### config.mk
export PLATFORM = sky130hd
export DESIGN_NAME = coord_rand_gen_flat
export DESIGN_NICKNAME = d
export VERILOG_FILES = /design/src/rtl/snake_pkg.sv /design/src/rtl/coord_rand_gen_if.sv /design/src/rtl/coord_rand_gen_axis_sampler.sv /design/src/rtl/coord_rand_gen.sv /design/src/flat_wrapper.sv
export SDC_FILE = /design/constraint.sdc
export NUM_CORES = 1
export LEC_CHECK = 0
export CAP_MARGIN = 30
export CORE_AREA = 2 2 69 71
export CTS_CLUSTER_DIAMETER = 120
export DETAILED_ROUTE_END_ITERATION = 16
export DIE_AREA = 0 0 71 73
export HOLD_SLACK_MARGIN = 0.06
export PLACE_DENSITY_LB_ADDON = 0.1
export SYNTH_ARGS = -nofsm -noshare
export SYNTH_HDL_FRONTEND = slang
export SYNTH_SLANG_ARGS = --single-unit
### constraint.sdc
create_clock -name clk -period 2 [get_ports clk]
set_clock_uncertainty 0.1 [all_clocks]
set_input_delay 0.4 -clock clk [delete_from_list [all_inputs] [get_ports clk]]
set_output_delay 0.4 -clock clk [all_outputs]
set_load 0.05 [all_outputs]
### src/rtl/snake_pkg.sv
// Shared playfield constants and coordinate helpers for the snake design.
package snake_pkg;

    localparam int unsigned GRID_W  = 14;
    localparam int unsigned GRID_H  = 10;
    localparam int unsigned COORD_W = 4;

    typedef logic [COORD_W-1:0] coord_t;

    localparam logic [15:0] LFSR_MASK    = 16'hB400;
    localparam logic [15:0] DEFAULT_SEED = 16'hACE1;
    localparam int unsigned DEFAULT_REJECT_LIMIT = 7;

    // Single conditional subtract suffices because a 4-bit candidate is below 2*maxVal.
    function automatic coord_t wrapCoord(coord_t c, coord_t maxVal);
        coord_t m;
        m = (c >= maxVal) ? coord_t'(c - maxVal) : c;
        return coord_t'(m + 1'b1);
    endfunction

endpackage

### src/rtl/coord_rand_gen_if.sv
// Control and coordinate bus between a placement consumer and coord_rand_gen.
interface coord_rand_gen_if;
    import snake_pkg::*;

    logic        en;
    logic        seed_load;
    logic [15:0] seed;
    coord_t      randX;
    coord_t      randY;
    logic        coord_valid;

    modport master (
        output en,
        output seed_load,
        output seed,
        input  randX,
        input  randY,
        input  coord_valid
    );

    modport slave (
        input  en,
        input  seed_load,
        input  seed,
        output randX,
        output randY,
        output coord_valid
    );

endinterface

### src/rtl/coord_rand_gen_axis_sampler.sv
// Per-axis rejection sampler: accepts in-range candidates, forces a wrapped
// fallback after REJECT_LIMIT consecutive rejects.
module axis_sampler
    import snake_pkg::*;
#(
    parameter int unsigned MAX          = GRID_W,
    parameter int unsigned REJECT_LIMIT = DEFAULT_REJECT_LIMIT
) (
    input  logic   clk,
    input  logic   rst,
    input  logic   clr,
    input  logic   step,
    input  coord_t candidate,
    output coord_t coord,
    output logic   update
);

    localparam coord_t     MAX_C   = coord_t'(MAX);
    localparam logic [3:0] LIMIT_C = 4'(REJECT_LIMIT);

    logic [3:0] rejectCnt;
    logic [3:0] rejectInc;
    logic [3:0] rejectCntNext;
    logic       accept;
    logic       fallback;
    coord_t     coordNext;

    always_comb begin
        accept        = (candidate != '0) && (candidate <= MAX_C);
        rejectInc     = rejectCnt + 4'd1;
        fallback      = !accept && (rejectInc == LIMIT_C);
        update        = step && (accept || fallback);
        coordNext     = accept ? candidate : wrapCoord(candidate, MAX_C);
        rejectCntNext = (accept || fallback) ? '0 : rejectInc;
    end

    always_ff @(posedge clk or posedge rst) begin
        if (rst) begin
            coord     <= coord_t'(1);
            rejectCnt <= '0;
        end else if (clr) begin
            rejectCnt <= '0;
        end else if (step) begin
            rejectCnt <= rejectCntNext;
            if (update) begin
                coord <= coordNext;
            end
        end
    end

endmodule

### src/rtl/coord_rand_gen.sv
// Free-running LFSR-driven grid coordinate source with per-axis rejection
// sampling and a strobe marking each fully refreshed X/Y pair.
module coord_rand_gen
    import snake_pkg::*;
#(
    parameter logic [15:0] SEED         = DEFAULT_SEED,
    parameter int unsigned MAX_X        = GRID_W,
    parameter int unsigned MAX_Y        = GRID_H,
    parameter int unsigned REJECT_LIMIT = DEFAULT_REJECT_LIMIT
) (
    input logic             clk,
    input logic             rst,
    coord_rand_gen_if.slave bus
);

    logic [15:0] lfsr;
    logic [15:0] lfsrNext;
    logic        step;
    logic        xUpd;
    logic        yUpd;
    logic        xFresh;
    logic        yFresh;
    logic        pairDone;
    logic        coordValid;
    coord_t      xCoord;
    coord_t      yCoord;

    always_comb begin
        step     = bus.en && !bus.seed_load;
        lfsrNext = lfsr[0] ? ((lfsr >> 1) ^ LFSR_MASK) : (lfsr >> 1);
        pairDone = (xUpd || xFresh) && (yUpd || yFresh);
    end

    axis_sampler #(
        .MAX          (MAX_X),
        .REJECT_LIMIT (REJECT_LIMIT)
    ) xAxis (
        .clk       (clk),
        .rst       (rst),
        .clr       (bus.seed_load),
        .step      (step),
        .candidate (lfsrNext[3:0]),
        .coord     (xCoord),
        .update    (xUpd)
    );

    axis_sampler #(
        .MAX          (MAX_Y),
        .REJECT_LIMIT (REJECT_LIMIT)
    ) yAxis (
        .clk       (clk),
        .rst       (rst),
        .clr       (bus.seed_load),
        .step      (step),
        .candidate (lfsrNext[11:8]),
        .coord     (yCoord),
        .update    (yUpd)
    );

    // A zero seed is swapped for SEED so the LFSR can never lock up at zero.
    always_ff @(posedge clk or posedge rst) begin
        if (rst) begin
            lfsr       <= SEED;
            xFresh     <= 1'b0;
            yFresh     <= 1'b0;
            coordValid <= 1'b0;
        end else if (bus.seed_load) begin
            lfsr       <= (bus.seed == 16'h0) ? SEED : bus.seed;
            xFresh     <= 1'b0;
            yFresh     <= 1'b0;
            coordValid <= 1'b0;
        end else if (bus.en) begin
            lfsr <= lfsrNext;
            if (pairDone) begin
                xFresh     <= 1'b0;
                yFresh     <= 1'b0;
                coordValid <= 1'b1;
            end else begin
                xFresh     <= xFresh || xUpd;
                yFresh     <= yFresh || yUpd;
                coordValid <= 1'b0;
            end
        end else begin
            coordValid <= 1'b0;
        end
    end

    assign bus.randX       = xCoord;
    assign bus.randY       = yCoord;
    assign bus.coord_valid = coordValid;

endmodule

### src/flat_wrapper.sv
// flat-port wrapper written by rule: the top's interface ports become plain ports
module coord_rand_gen_flat import snake_pkg::*;
#(
    parameter logic [15:0] SEED         = DEFAULT_SEED,
    parameter int unsigned MAX_X        = GRID_W,
    parameter int unsigned MAX_Y        = GRID_H,
    parameter int unsigned REJECT_LIMIT = DEFAULT_REJECT_LIMIT
)
  (clk, rst, bus_en, bus_seed_load, bus_seed, bus_randX, bus_randY, bus_coord_valid);
  coord_rand_gen_if bus_i ();
  input logic clk;
  input logic rst;
  input wire logic [$bits(bus_i.en)-1:0] bus_en;
  input wire logic [$bits(bus_i.seed_load)-1:0] bus_seed_load;
  input wire logic [$bits(bus_i.seed)-1:0] bus_seed;
  output wire logic [$bits(bus_i.randX)-1:0] bus_randX;
  output wire logic [$bits(bus_i.randY)-1:0] bus_randY;
  output wire logic [$bits(bus_i.coord_valid)-1:0] bus_coord_valid;
  assign bus_i.en = bus_en;
  assign bus_i.seed_load = bus_seed_load;
  assign bus_i.seed = bus_seed;
  assign bus_randX = bus_i.randX;
  assign bus_randY = bus_i.randY;
  assign bus_coord_valid = bus_i.coord_valid;
  coord_rand_gen #(.SEED(SEED), .MAX_X(MAX_X), .MAX_Y(MAX_Y), .REJECT_LIMIT(REJECT_LIMIT)) u_core (.clk(clk), .rst(rst), .bus(bus_i));
endmodule
==> results of run 1 <==
worst min-delay path: stages:
cell and delay [ns]:
clkdlybuf4s50_1 0.39, inv_1 0.05, buf_4 0.39
sequential cells by signal, summed over array words and instances (netlist names):
register                cells
u_core.bus.coord_valid      1
u_core.lfsr                16
u_core.xAxis.coord          4
u_core.xAxis.rejectCnt      4
u_core.xFresh               1
u_core.yAxis.coord          4
u_core.yAxis.rejectCnt      4
u_core.yFresh               1
repair_timing:
item,4_1_cts,5_1_grt
setup buffers,1,0
pin swaps,0,7
endpoints found under the setup margin,7,16
resized for setup,2,9
worst paths after layout:
check,slack [ns],endpoint,from
setup / recovery,-0.05,u_core.yAxis.coord[2]$_DFFE_PP0P_,u_core.lfsr[11]$_DFFE_PP1P_
hold / removal,0.41,u_core.xFresh$_DFFE_PP0P_,rst
setup reg to reg,-0.05,u_core.yAxis.coord[2]$_DFFE_PP0P_,u_core.lfsr[11]$_DFFE_PP1P_
hold reg to reg,0.41,u_core.yAxis.coord[0]$_DFFE_PP1P_,u_core.yAxis.coord[0]$_DFFE_PP1P_
max in group asynchronous,1.03,u_core.xAxis.coord[0]$_DFFE_PP1P_,rst
min in group clk,0.41,u_core.yAxis.coord[0]$_DFFE_PP1P_,u_core.yAxis.coord[0]$_DFFE_PP1P_
metrics by stage:
step / setup slack (ns) / area (um2)
2_1_floorplan: -0.143 / 2130
3_3_place_gp: -0.0210 / 2530
3_5_place_dp: -0.125 / 2530
4_1_cts: -0.0444 / 2640
5_1_grt: -0.133 / 2680
6_report: -0.0470 / 2680
cells by family after synthesis:
family          count (synthesis)  share of synthesized area, %
xor+xnor                        5                          2.95
compound gates                 64                          20.0
flops                          35                          41.8
simple gates                   66                          16.2
fa+ha+maj                       7                          4.12
mux                            20                          10.4
buf+inv                        23                          4.42
per-layer routing:
metal  GRT usage, %  wire length, um
met2           28.7             2100
met4           6.29               40
met1           25.8             2220
met3           4.70              132
met5              0                0
power breakdown:
group | leakage [nW] | switching [W] | internal, W | total (W)
clock | 0.0482 | 0.000251 | 0.000278 | 0.000528
sequential | 0.423 | 0.0000780 | 0.000831 | 0.000909
combinational | 0.662 | 0.000466 | 0.000343 | 0.000809
layout make-up:
class	instances	area [um2]
fillers	400	1860
multi-input cells	162	1190
flip-flops and latches	35	890
repair buffers	47	407
clock buffers	7	86.3
well taps	54	67.6
inverters	8	30.0
clock inverters	1	5.00
layout by cell type, fill, tap and decap left out, types with 2 or more instances in the layout:
master,netlist,layout
buf_4,0,26
dfrtp_1,25,24
clkdlybuf4s50_1,0,20
o21ai_0,19,19
nand2_1,20,19
a21oi_1,20,18
nor2_1,12,11
dfstp_2,10,10
mux2_2,9,9
mux2i_1,9,9
inv_1,8,8
o22a_1,8,8
ha_1,7,6
clkbuf_8,0,6
nand4_1,4,4
nor4_1,4,4
nand3_1,4,4
nor2b_1,3,3
nor3_1,3,3
xnor2_1,3,3
and3_1,2,2
nand2b_1,2,2
and2_1,2,2
o21ai_1,2,2
a21oi_2,0,2
mux2_4,2,2
nand3b_1,2,2
==> PnR_summary.wiki, run 1 <==
{| class="wikitable"
! Metric !! Value
|-
| Synth top area cells || dfrtp_1, dfstp_2, mux2_2, a21oi_1, o21ai_0
|-
| Most repeated cell in the gate-level netlist after synthesis || dfrtp_1
|-
| Global-route congestion overflow total || 0
|-
| Initial Util || 46.8%
|-
| Library cell with the largest summed area after synthesis || dfrtp_1
|-
| Area delta synth->final || 26.2%
|-
| Depth of the worst register-to-register path || 5
|-
| Summed instance area of the synthesized netlist || 0.00212 mm2
|-
| Cell count after synthesis || 220
|-
| Result of the run || complete, but fails checks
|-
| Synth unique cells || 50
|-
| Fraction of final layout cells with drive strength greater than 1 || 26.2%
|-
| Hold crit path type || input pin to async pin
|-
| X dimension of the die || 71 um
|-
| Tightest hold margin || 0.409 ns
|-
| Min cycle time layout || 2.05 ns
|-
| DRC marker count from the first detailed-route iteration || 96
|-
| Total design power || 0.00225 W
|-
| Worst Path Max Fanout || 4
|-
| Sequential fraction of the synthesis area || 41.8%
|-
| Total detailed-routing wirelength || 4490 um
|-
| Vias in the first global route || 1642
|-
| Cts bufs inserted || 5
|-
| #FFs+latches synth || 35
|-
| Critical path buffers and inverters || 0
|-
| Required @ worst endpoint || 2.08 ns
|-
| H-tree depth || 2
|-
| Clock transition at the registers of the reported paths || 0.07 ns
|-
| Chip height || 73 um
|-
| Most common library cells after synthesis || dfrtp_1, a21oi_1, nand2_1, o21ai_0, clkbuf_1
|-
| Family with the most delay on the worst path || flip-flops
|-
| Number of antenna-violating nets in the routed design || 0
|-
| Antenna violations before repair || 0
|-
| Number of synthesized flops with an enable pin || 0
|-
| List of cells traversed by the critical path || xor2_4 > or4_4 > a221oi_4 > nor2_2 > mux2_4
|-
| Worst supply voltage drop on vdd || 0.448 mV
|-
| Crit Path Category || flop to flop
|-
| End-of-flow core utilization || 59.1%
|-
| Power per cell area || 838 mW/mm2
|-
| Slew headroom || 68.2%
|-
| Count of buffers from port buffering || 28
|-
| Post-Syn Area per Cell || 9.65 um2
|-
| Yosys Warn Count || 0
|-
| Maximum clock rate || 489 MHz
|-
| Violations in the final reports || setup timing
|-
| Top_reg_cell synth || dfrtp_1
|-
| Highest cell delay on the worst timing path || 0.59 ns
|-
| TritonCTS clock tree || yes
|-
| Final Non-Filler Cells || 314
|-
| Std-Cell Core Area || 0.00454 mm2
|-
| Global-route wire length before repair || 7630 um
|-
| Setup repair after global routing missed its margin || yes
|-
| Final total negative setup slack || -0.207 ns
|-
| Cell with the largest stage delay on the worst path || dfstp_2
|-
| Clock latency on the worst-skew pair || 0.28 ns
|-
| Startpoint type of the worst setup path || flop
|-
| Post-DP HPWL || 3160 um
|-
| Global router's overall resource usage || 18.6%
|-
| Count of endpoints failing hold in the final timing report || 0
|-
| Async set-or-reset flop fraction in the synthesized netlist || 100%
|-
| Standard-cell rows || 25
|-
| Die Outline Area || 0.00518 mm2
|-
| MaxCap Viol Count || 0
|-
| Largest net degree at the start of global routing || 38
|-
| Worst Path Arrival || 2.12 ns
|-
| Clock sink count || 35
|-
| Ports || 29
|-
| Final count of pins violating max slew || 0
|-
| Length of the first detailed-routing pass in iterations || 4
|-
| Drt wl/cell || 14.3 um
|-
| Hold buffers post-CTS || 0
|-
| Slew at the pin closest to its max-slew limit || 0.465 ns
|-
| Number of nets in the layout || 286
|-
| Final Setup Violations || 7
|-
| Deepest clock path buffer count || 2
|-
| Synthesized net count || 247
|-
| Number of gates on the worst path with buffers counted || 5
|-
| Slack of the critical path || -0.0470 ns
|-
| Last weighted congestion value of the routability-driven placer || 0.743
|-
| Buffer type at the clock tree root || clkbuf_8
|-
| Number of placed instances with taps included || 305
|-
| Post-detailed-route DRC marker count || 0
|-
| Standby leakage power || 1.13 nW
|-
| Vias/cell || 5.54
|-
| Period utilization || 102%
|-
| Via count || 1741
|-
| Worst setup EP type || flop
|-
| Proportion of netlist area held by the largest area contributor || 29.5%
|-
| Inserted Diodes || 0
|}
(Power assumes the default switching activity.)
==> run 2: changes to the inputs <==
Settings changed: GPL_TIMING_DRIVEN from default to 0.
==> run 2 against run 1 <==
- the flow still finishes with violations (setup timing)
- worst hold slack worse by 0.042 ns
- global-route usage up 0.84 points
- critical path depth is the same
- clock-buffer cell count is the same
- sequential share of layout area decreased by 0.86 points
- wire length increased by 4.3%
- largest power group unchanged
- clock power is essentially flat
- fmax shrank 3.9%
- core utilization increased by 1.8 points
- die area unchanged
- final area up 3.1%
- final cell count up 1.6%
- largest cell class unchanged
==> PnR_summary.wiki, run 2 (synthesis gave the netlist of run 1 again) <==
{| class="wikitable"
! Metric !! Value
|-
| Slack of the critical path || -0.129 ns (-0.0822 ns)
|-
| Antenna violations before repair || 0 (unchanged)
|-
| Reg power frac || 39.6% (-0.9 points)
|-
| Setup repair after global routing missed its margin || yes
|-
| Max FFs per register || 16 (unchanged)
|-
| Worst supply voltage drop on vdd || 0.446 mV (-0.50%)
|-
| Clock transition at the registers of the reported paths || 0.07 ns (about the same)
|-
| MaxCap Viol Count || 0 (unchanged)
|-
| Last weighted congestion value of the routability-driven placer || 0.757 (+1.9%)
|-
| Cts bufs inserted || 5 (unchanged)
|-
| P_int || 0.00148 W (+2.0%)
|-
| Slew headroom || 54.2% (-14 points)
|-
| H-tree depth || 2 (unchanged)
|-
| Required @ worst endpoint || 2.07 ns (about the same)
|-
| Startpoint type of the worst setup path || flop
|-
| Standby leakage power || 1.14 nW (about the same)
|-
| Post-Place Setup Slack || -0.440 ns (-0.315 ns)
|-
| Post-DP HPWL || 3200 um (+1.2%)
|-
| Fraction of final layout cells with drive strength greater than 1 || 26.0% (-0.12 points)
|-
| Tightest hold margin || 0.367 ns (-0.0418 ns)
|-
| Portion of total power attributed to the clock network || 23.1% (-0.4 points)
|-
| TritonCTS clock tree || yes
|-
| Worst setup EP type || flop
|-
| Worst Path Arrival || 2.20 ns (+0.08 ns)
|-
| Number of nets in the layout || 291 (+1.7%)
|-
| Count of endpoints failing hold in the final timing report || 0 (unchanged)
|-
| Period utilization || 106% (+4.1 points)
|-
| Switching share of power || 35.4% (about the same)
|-
| Maximum clock rate || 470 MHz (-3.9%)
|-
| Top reg by flops || u_core.lfsr
|-
| Result of the run || complete, but fails checks
|-
| Most common cell after layout, fill and taps aside || clkdlybuf4s50_1
|-
| Die Outline Area || 0.00518 mm2 (unchanged)
|-
| Power per cell area || 829 mW/mm2 (-1.1%)
|-
| Clock sink count || 35 (unchanged)
|-
| Count of buffers from port buffering || 28 (unchanged)
|-
| Global-route wire length before repair || 8040 um (+5.3%)
|-
| Min cycle time layout || 2.13 ns (+0.0822 ns)
|-
| Ports || 29 (unchanged)
|-
| Final Non-Filler Cells || 319 (+1.6%)
|-
| Combinational cell fraction of total power || 37.3% (+1.3 points)
|-
| DRC marker count from the first detailed-route iteration || 109 (+14%)
|-
| Number of placed instances with taps included || 303 (-0.66%)
|-
| Worst Path Max Fanout || 4 (unchanged)
|-
| Post-route standard cell area excluding fillers || 0.00276 mm2 (+3.1%)
|-
| Global-route congestion overflow total || 0 (unchanged)
|-
| Drt wl/cell || 14.7 um (+2.6%)
|-
| Deepest clock path buffer count || 2 (unchanged)
|-
| Vias/cell || 5.61 (+1.1%)
|-
| Global router's overall resource usage || 19.5% (+0.84 points)
|-
| Std-Cell Core Area || 0.00454 mm2 (unchanged)
|-
| Slew at the pin closest to its max-slew limit || 0.669 ns (+0.204 ns)
|-
| Length of the first detailed-routing pass in iterations || 4 (unchanged)
|-
| Post-detailed-route DRC marker count || 0 (unchanged)
|-
| Final count of pins violating max slew || 0 (unchanged)
|-
| X dimension of the die || 71 um (unchanged)
|-
| Initial Util || 46.8% (unchanged)
|-
| Inserted Diodes || 0 (unchanged)
|-
| Total detailed-routing wirelength || 4680 um (+4.3%)
|-
| Standard-cell rows || 25 (unchanged)
|-
| Via count || 1788 (+2.7%)
|-
| Largest net degree at the start of global routing || 24 (-37%)
|-
| Violations in the final reports || setup timing
|-
| Buffer type at the clock tree root || clkbuf_8
|-
| Most used cells in the layout excluding fill and tap cells || clkdlybuf4s50_1, dfrtp_1, o21ai_0, nand2_1, a21oi_1
|-
| Switching Power || 0.000809 W (+1.8%)
|-
| Number of antenna-violating nets in the routed design || 0 (unchanged)
|-
| Area delta synth->final || 30.1%
|-
| Cell area reported after detailed placement || 0.00251 mm2 (-0.94%)
|-
| Chip height || 73 um (unchanged)
|-
| Vias in the first global route || 1721 (+4.8%)
|-
| Crit Path Category || flop to flop
|-
| Final Setup Violations || 7 (unchanged)
|-
| Hold crit path type || input pin to async pin
|-
| Clock latency on the worst-skew pair || 0.29 ns (about the same)
|}
==> run 2: timing repair <==
item / 4_1_cts / 5_1_grt
hold buffers: 0 / 0
setup endpoints to repair: 26 / 25
buffers inserted: 7 / 4
gates resized for setup: 10 / 25
pin swaps: 9 / 8
==> run 2: worst paths after layout <==
| path | endpoint | cells past startpoint | start | slack, ns |
|---|---|---|---|---|
| max | u_core.yAxis.coord[1]$_DFFE_PP0P_ | 5 | u_core.lfsr[0]$_DFFE_PP1P_ | -0.13 |
| min | u_core.xAxis.coord[3]$_DFFE_PP0P_ | 2 | rst | 0.37 |
| max reg2reg | u_core.yAxis.coord[1]$_DFFE_PP0P_ | 5 | u_core.lfsr[0]$_DFFE_PP1P_ | -0.13 |
| min reg2reg | u_core.yAxis.coord[3]$_DFFE_PP0P_ | 2 | u_core.yAxis.coord[3]$_DFFE_PP0P_ | 0.39 |
| max in group asynchronous | u_core.lfsr[11]$_DFFE_PP1P_ | 3 | rst | 0.83 |
| min in group clk | u_core.yAxis.coord[3]$_DFFE_PP0P_ | 2 | u_core.yAxis.coord[3]$_DFFE_PP0P_ | 0.39 |
==> run 2: layer usage <==
metal	share of wire, %	up-vias	global-route usage, %
met5	0	-	0
met4	1.2	0	5.66
met3	3.3	6	4.56
met2	46	28	30.4
met1	49	854	27.2
li1	-	900	-
==> run 2: area by class of cell <==
cell class	instances	area (um2)
Tap cell	54	67.6
Clock inverter	1	5.00
Inverter	8	30.0
Buffer	13	56.3
Timing Repair Buffer	39	384
Sequential cell	35	893
Multi-Input combinational cell	162	1240
Fill cell	400	1770
Clock buffer	7	86.3
==> run 2: metrics by stage <==
stage / setup TNS [ns] / power (W) / util [%]
floorplan: -0.285 / 0.00147 / -
global placement: -11.24 / 0.00170 / 54.7
detailed placement: -8.50 / 0.00171 / 55.3
CTS: -0.538 / 0.00229 / 59.2
global route: -1.11 / 0.00243 / 60.9
finish: -0.357 / 0.00229 / 60.9
==> run 2: critical path, stage by stage (launching register included) <==
cell and delay [ns]:
dfstp_2 0.59, xor2_4 0.10, or4_4 0.46, a221oi_4 0.33, nor2_2 0.11, mux2_4 0.32
==> run 2: power groups by stage <==
stage	clock network (W)	logic [W]	registers, W
3_3_place_gp	0	0.000791	0.000905
6_report	0.000529	0.000855	0.000906
2_1_floorplan	0	0.000360	0.00111
5_1_grt	0.000582	0.000925	0.000919
3_5_place_dp	0	0.000802	0.000908
4_1_cts	0.000550	0.000839	0.000896
